--- src/rtl/sort_job_sched_if.sv ---
// ---------------------------------------------------------------------------
// sort_job_sched_if
//   Plain valid/ready word stream used on both sides of the job scheduler.
//   master : produces valid/data, consumes ready
//   slave  : consumes valid/data, produces ready
//   A word transfers on a rising clock edge where valid & ready are both 1.
// ---------------------------------------------------------------------------
interface sort_job_sched_if #(
  parameter int DATA_W = 8
);
  logic              valid;
  logic              ready;
  logic [DATA_W-1:0] data;

  modport master (output valid, output data, input ready);
  modport slave  (input valid, input data, output ready);
endinterface

--- src/rtl/sort_job_sched.sv ---
// ---------------------------------------------------------------------------
// sort_job_sched
//   Job sequencer and sole owner of the sorter's single-port row memory.
//   A job is: load NUM_ROWS words from the input stream into memory, pulse
//   sort_start, hand the memory port to the sorter until sort_done, then
//   stream the sorted rows out, ending with a one-cycle job_done pulse.
//
// Ports
//   clk, rst         clock; asynchronous active-low reset (rst == 0 resets)
//   in_if  (slave)   upstream word stream (valid/ready/data)
//   out_if (master)  sorted word stream (valid/ready/data)
//   out_last         marks row NUM_ROWS-1 on the output stream
//   busy             a job is in progress (not IDLE)
//   job_done         registered pulse, the cycle after the final output word
//   sort_*           sorter control and its view of the memory port
//   mem_*            memory port: combinational read, write at clk edge
// ---------------------------------------------------------------------------
module sort_job_sched #(
  parameter int NUM_ROWS = 16,
  parameter int ADDR_W   = $clog2(NUM_ROWS),
  parameter int DATA_W   = 8
) (
  input  logic              clk,
  input  logic              rst,
  sort_job_sched_if.slave   in_if,
  sort_job_sched_if.master  out_if,
  output logic              out_last,
  output logic              busy,
  output logic              job_done,
  output logic              sort_start,
  input  logic              sort_done,
  input  logic [ADDR_W-1:0] sort_rd_addr,
  output logic [DATA_W-1:0] sort_rd_data,
  input  logic              sort_wr_en,
  input  logic [ADDR_W-1:0] sort_wr_addr,
  input  logic [DATA_W-1:0] sort_wr_data,
  output logic [ADDR_W-1:0] mem_rd_addr,
  input  logic [DATA_W-1:0] mem_rd_data,
  output logic              mem_wr_en,
  output logic [ADDR_W-1:0] mem_wr_addr,
  output logic [DATA_W-1:0] mem_wr_data
);

  typedef enum logic [2:0] {IDLE, LOAD, KICK, SORT, UNLOAD} state_t;

  localparam logic [ADDR_W-1:0] LAST_ROW = ADDR_W'(NUM_ROWS - 1);

  state_t            state_q, state_d;
  logic [ADDR_W-1:0] row_cnt_q, row_cnt_d;
  logic              job_done_q, job_done_d;

  logic              in_ready;
  logic              out_valid;
  logic [DATA_W-1:0] out_data;

  always_ff @(posedge clk or negedge rst) begin
    if (!rst) begin
      state_q    <= IDLE;
      row_cnt_q  <= '0;
      job_done_q <= 1'b0;
    end else begin
      state_q    <= state_d;
      row_cnt_q  <= row_cnt_d;
      job_done_q <= job_done_d;
    end
  end

  always_comb begin
    state_d     = state_q;
    row_cnt_d   = row_cnt_q;
    job_done_d  = 1'b0;
    in_ready    = 1'b0;
    out_valid   = 1'b0;
    out_data    = mem_rd_data;
    out_last    = 1'b0;
    sort_start  = 1'b0;
    mem_rd_addr = row_cnt_q;
    mem_wr_en   = 1'b0;
    mem_wr_addr = row_cnt_q;
    mem_wr_data = in_if.data;

    unique case (state_q)
      IDLE, LOAD: begin
        in_ready = 1'b1;
        if (in_if.valid) begin
          mem_wr_en = 1'b1;
          // Explicit wrap so non-power-of-2 row counts work.
          if (row_cnt_q == LAST_ROW) begin
            row_cnt_d = '0;
            state_d   = KICK;
          end else begin
            row_cnt_d = row_cnt_q + 1'b1;
            state_d   = LOAD;
          end
        end
      end
      KICK: begin
        sort_start = 1'b1;
        state_d    = SORT;
      end
      SORT: begin
        // Sorter owns the memory port; its signals are isolated elsewhere.
        mem_rd_addr = sort_rd_addr;
        mem_wr_en   = sort_wr_en;
        mem_wr_addr = sort_wr_addr;
        mem_wr_data = sort_wr_data;
        if (sort_done) begin
          row_cnt_d = '0;
          state_d   = UNLOAD;
        end
      end
      UNLOAD: begin
        out_valid = 1'b1;
        out_last  = (row_cnt_q == LAST_ROW);
        if (out_if.ready) begin
          if (row_cnt_q == LAST_ROW) begin
            row_cnt_d  = '0;
            state_d    = IDLE;
            job_done_d = 1'b1;
          end else begin
            row_cnt_d = row_cnt_q + 1'b1;
          end
        end
      end
      default: state_d = IDLE;
    endcase
  end

  assign in_if.ready  = in_ready;
  assign out_if.valid = out_valid;
  assign out_if.data  = out_data;
  assign sort_rd_data = mem_rd_data;
  assign busy         = (state_q != IDLE);
  assign job_done     = job_done_q;

endmodule

--- src/flat_wrapper.sv ---
// flat-port wrapper written by rule: the top's interface ports become plain ports
module sort_job_sched_flat 
#(
  parameter int NUM_ROWS = 16,
  parameter int ADDR_W   = $clog2(NUM_ROWS),
  parameter int DATA_W   = 8
)
  (clk, rst, out_last, busy, job_done, sort_start, sort_done, sort_rd_addr, sort_rd_data, sort_wr_en, sort_wr_addr, sort_wr_data, mem_rd_addr, mem_rd_data, mem_wr_en, mem_wr_addr, mem_wr_data, in_if_valid, in_if_data, in_if_ready, out_if_valid, out_if_data, out_if_ready);
  sort_job_sched_if #(.DATA_W(DATA_W)) in_if_i ();
  sort_job_sched_if #(.DATA_W(DATA_W)) out_if_i ();
  input  logic clk;
  input  logic rst;
  output logic out_last;
  output logic busy;
  output logic job_done;
  output logic sort_start;
  input  logic sort_done;
  input  logic [ADDR_W-1:0] sort_rd_addr;
  output logic [DATA_W-1:0] sort_rd_data;
  input  logic sort_wr_en;
  input  logic [ADDR_W-1:0] sort_wr_addr;
  input  logic [DATA_W-1:0] sort_wr_data;
  output logic [ADDR_W-1:0] mem_rd_addr;
  input  logic [DATA_W-1:0] mem_rd_data;
  output logic mem_wr_en;
  output logic [ADDR_W-1:0] mem_wr_addr;
  output logic [DATA_W-1:0] mem_wr_data;
  input wire logic [$bits(in_if_i.valid)-1:0] in_if_valid;
  input wire logic [$bits(in_if_i.data)-1:0] in_if_data;
  output wire logic [$bits(in_if_i.ready)-1:0] in_if_ready;
  output wire logic [$bits(out_if_i.valid)-1:0] out_if_valid;
  output wire logic [$bits(out_if_i.data)-1:0] out_if_data;
  input wire logic [$bits(out_if_i.ready)-1:0] out_if_ready;
  assign in_if_i.valid = in_if_valid;
  assign in_if_i.data = in_if_data;
  assign in_if_ready = in_if_i.ready;
  assign out_if_valid = out_if_i.valid;
  assign out_if_data = out_if_i.data;
  assign out_if_i.ready = out_if_ready;
  sort_job_sched #(.NUM_ROWS(NUM_ROWS), .ADDR_W(ADDR_W), .DATA_W(DATA_W)) u_core (.clk(clk), .rst(rst), .in_if(in_if_i), .out_if(out_if_i), .out_last(out_last), .busy(busy), .job_done(job_done), .sort_start(sort_start), .sort_done(sort_done), .sort_rd_addr(sort_rd_addr), .sort_rd_data(sort_rd_data), .sort_wr_en(sort_wr_en), .sort_wr_addr(sort_wr_addr), .sort_wr_data(sort_wr_data), .mem_rd_addr(mem_rd_addr), .mem_rd_data(mem_rd_data), .mem_wr_en(mem_wr_en), .mem_wr_addr(mem_wr_addr), .mem_wr_data(mem_wr_data));
endmodule
--- config.mk ---
export PLATFORM = sky130hd
export DESIGN_NAME = sort_job_sched_flat
export DESIGN_NICKNAME = d
export VERILOG_FILES = /design/src/rtl/sort_job_sched_if.sv /design/src/rtl/sort_job_sched.sv /design/src/flat_wrapper.sv
export SDC_FILE = /design/constraint.sdc
export NUM_CORES = 1
export LEC_CHECK = 0
export CAP_MARGIN = 20
export CORE_MARGIN = 1
export CORE_UTILIZATION = 27
export DETAILED_ROUTE_END_ITERATION = 12
export GPL_TIMING_DRIVEN = 0
export HOLD_SLACK_MARGIN = 0.1
export PLACE_DENSITY = 0.75
export SYNTH_ARGS = -nofsm -noshare
export SYNTH_HDL_FRONTEND = slang
export SYNTH_SLANG_ARGS = --single-unit
--- constraint.sdc ---
create_clock -name clk -period 1.38 [get_ports clk]
set_input_delay 0.276 -clock clk [delete_from_list [all_inputs] [get_ports clk]]
set_output_delay 0.276 -clock clk [all_outputs]
set_load 0.05 [all_outputs]
==> flow_metrics.tcl <==
set metrics [dict create \
    path_clk_slew_ns 0.06 \
    worst_slack_ns -0.390 \
    layout_common_cells "clkdlybuf4s50_1, nand2_4, buf_4" \
    h-tree-depth 1 \
    grt_antenna_before_repair 0 \
    postSynthCellCount 115 \
    hold_buffers 0 \
    synthSimpleGateAreaFrac_pct 37.3 \
    clk-insertion-delay-late_ns 0.26 \
    hold_viol 0 \
    ys_ff_latch 8 \
    rr_startpoint "u_core.state_q[1]" \
    die_y_um 57.4 \
    finClkSkew_ns 0.00101 \
    synth_nets 154 \
    drc 9 \
    grt_overflow_total 0 \
    synth_cell_types 34 \
    avgSynthCellArea_um2 7.20 \
    fin_area_um2 2210 \
    finalCritPeriodShare_pct 128 \
    place_area_um2 1770 \
    boundaryPins 77 \
    viasPerCell 4.81 \
    rows 19 \
    drt_iter0_markers 36 \
    leakage_uw 0.00111 \
    area_growth_pct 167 \
    netlist_area_um2 828 \
    grt.total_usage_pct 19.8 \
    violations "design-rule violations, negative setup slack" \
    path_class "register to primary output" \
    fin_nets 246 \
    synthMuxAreaShare_pct 4.38 \
    grt_pass1_vias 1248 \
    clock-sinks 8 \
    cp.arrival_ns 1.49 \
    slew_headroom_pct 66.9 \
    num_antenna_cells 0 \
    clockRootBuffer "clkbuf_4" \
    gp_congestion 0.741 \
    power_density_nw_per_um2 2040 \
    setup_viol 28 \
    timing.fmax_ghz 0.565 \
    final_common_cell "clkdlybuf4s50_1" \
    rsz0062_at_grt "true" \
    cp_max_fo 6 \
    antenna_left 0 \
    critPathLaunchType "register" \
    die_area_um2 3290 \
    drv_slew 0 \
    synth_xor_area_share_pct 0 \
    synth_warnings 0 \
    drive_above_1_share_pct 57.8 \
    drt_pass1_iterations 8 \
    ctsLongestPathBuffers 2 \
    ys_seq_area_share_pct 24.2 \
    wl_per_cell_um 13.9 \
    grt_pass1_wl_um 5270 \
    vias 1140 \
    fin_util_pct 78.2 \
    cts_buffers 3 \
    startpoint "u_core.state_q[0]" \
    ff2ff_path_depth 4 \
    coreArea_um2 2830 \
    finalPower_uw 4510 \
    peakVddDrop_uv 1010 \
    die_x_um 57.4 \
    multi_input_area_um2 783 \
    grt_max_degree 11 \
    synth_compound_area_share_pct 12.8 \
    seq_area_um2 204 \
    yosys.area_share.adder_pct 1.51 \
    crit_required_ns 1.10 \
    min_path_type "input port to asynchronous set/reset pin" \
    numPortBuffers 68 \
    dpl.hpwl_um 2170 \
    maxCapViolCount 0 \
    synth_top_family_by_area "simple AND/OR/NAND/NOR gates" \
    initial_utilization_pct 29.3 \
    fin_crit_ns 1.77 \
    worst_pin_slew_ns 0.498 \
    outcome "finished, violations left" \
    end_kind "primary output" \
    cts_tree "yes" \
    fill_cells 189 \
    routed_wl_um 3290 \
]
-- kinds of logic (layout without fill, tap and decap cells) --
family / count (synthesis) / count (layout)
and+or+nand+nor: 66 / 66
buffers and inverters: 25 / 116
AOI/OAI and AO/OA: 12 / 12
DFF: 8 / 8
muxes: 3 / 3
adders and majority gates: 1 / 1
-- layer usage --
metal	GRT usage, %	wire length, um	vias up
li1	-	-	546
met1	23.1	1330	520
met2	35.2	1610	69
met3	4.76	321	5
met4	6.97	39	0
met5	0	0	-
-- critical path: stages (launching register included) --
cell and delay, ns:
dfrtp_1 0.38, buf_6 0.14, and3b_1 0.16, buf_6 0.14, buf_12 0.15, nand2_8 0.07, nand2_8 0.04, buf_8 0.14
-- repair_timing --
| action | 4_1_cts | 5_1_grt |
|---|---|---|
| setup buffers | 14 | 4 |
| gates resized for setup | 208 | 30 |
| gates cloned | 1 | 0 |
| pin swaps | 24 | 12 |
| endpoints found under the setup margin | 43 | 28 |
-- final timing paths --
| path | end | slack, ns |
|---|---|---|
| worst max-delay path | mem_wr_data[5] | -0.39 |
| worst min-delay path | u_core.row_cnt_q[2] | 0.30 |
| worst max register to register | u_core.state_q[0] | -0.33 |
| worst min register to register | u_core.row_cnt_q[3] | 0.61 |
| max in group asynchronous | u_core.state_q[1] | 0.78 |
| min in group clk | u_core.row_cnt_q[3] | 0.61 |
-- metrics by stage --
stage / setup TNS (ns) / setup WS, ns / hold slack [ns] / cells
2_1_floorplan: -1.14 / -0.275 / -0.0196 / 115
3_5_place_dp: -19.21 / -0.949 / 0.582 / 214
6_report: -9.22 / -0.390 / 0.302 / 237
5_1_grt: -10.37 / -0.435 / 0.337 / 237
4_1_cts: -9.04 / -0.389 / 0.313 / 233
3_3_place_gp: -18.76 / -0.965 / 0.570 / 214
-- area by class of cell --
type                            count  share of cell area (%)
Clock buffer                        4                    1.19
Inverter                            5                   0.961
Multi-Input combinational cell     82                    35.4
Timing Repair Buffer               87                    43.5
Tap cell                           31                    1.75
Buffer                             20                    7.97
Sequential cell                     8                    9.21
-- synthesized netlist by cell type --
cell / instances / area share (%)
o221a_4: 1 / 2.4
a211o_1: 1 / 1.1
buf_4: 16 / 15
and2_1: 1 / 0.76
and3b_1: 1 / 1.1
o211a_1: 1 / 1.2
buf_2: 2 / 1.2
ha_1: 1 / 1.5
nor3_1: 2 / 1.2
nand2b_1: 2 / 1.5
nand4bb_1: 1 / 1.4
and3_1: 2 / 1.5
nand2_1: 50 / 23
nor3b_1: 1 / 0.91
or3_1: 1 / 0.76
buf_6: 1 / 1.4
mux2_1: 1 / 1.4
o211a_2: 1 / 1.2
nand3b_2: 1 / 1.4
a31o_1: 1 / 1.1
or2_2: 1 / 0.76
a21oi_1: 3 / 1.8
or3b_4: 1 / 1.4
mux2i_1: 1 / 1.2
mux2_4: 1 / 1.8
nor2_1: 1 / 0.45
dfrtp_1: 8 / 24
inv_1: 5 / 2.3
o221ai_1: 1 / 1.1
clkbuf_1: 1 / 0.45
a22o_1: 1 / 1.1
a221o_1: 1 / 1.2
o22ai_1: 1 / 0.76
or4b_4: 1 / 1.7
-- sequential cells by signal, summed over array words and instances (netlist names) --
name              flops
u_core.job_done       1
u_core.row_cnt_q      4
u_core.state_q        3
-- where the power goes --
part           total (uW)  switching, uW  internal (uW)
combinational        3880           2130           1750
clock                 209           97.0            112
sequential            424           96.0            328
total                4510           2320           2190
Power figures use the tool's default switching activity.
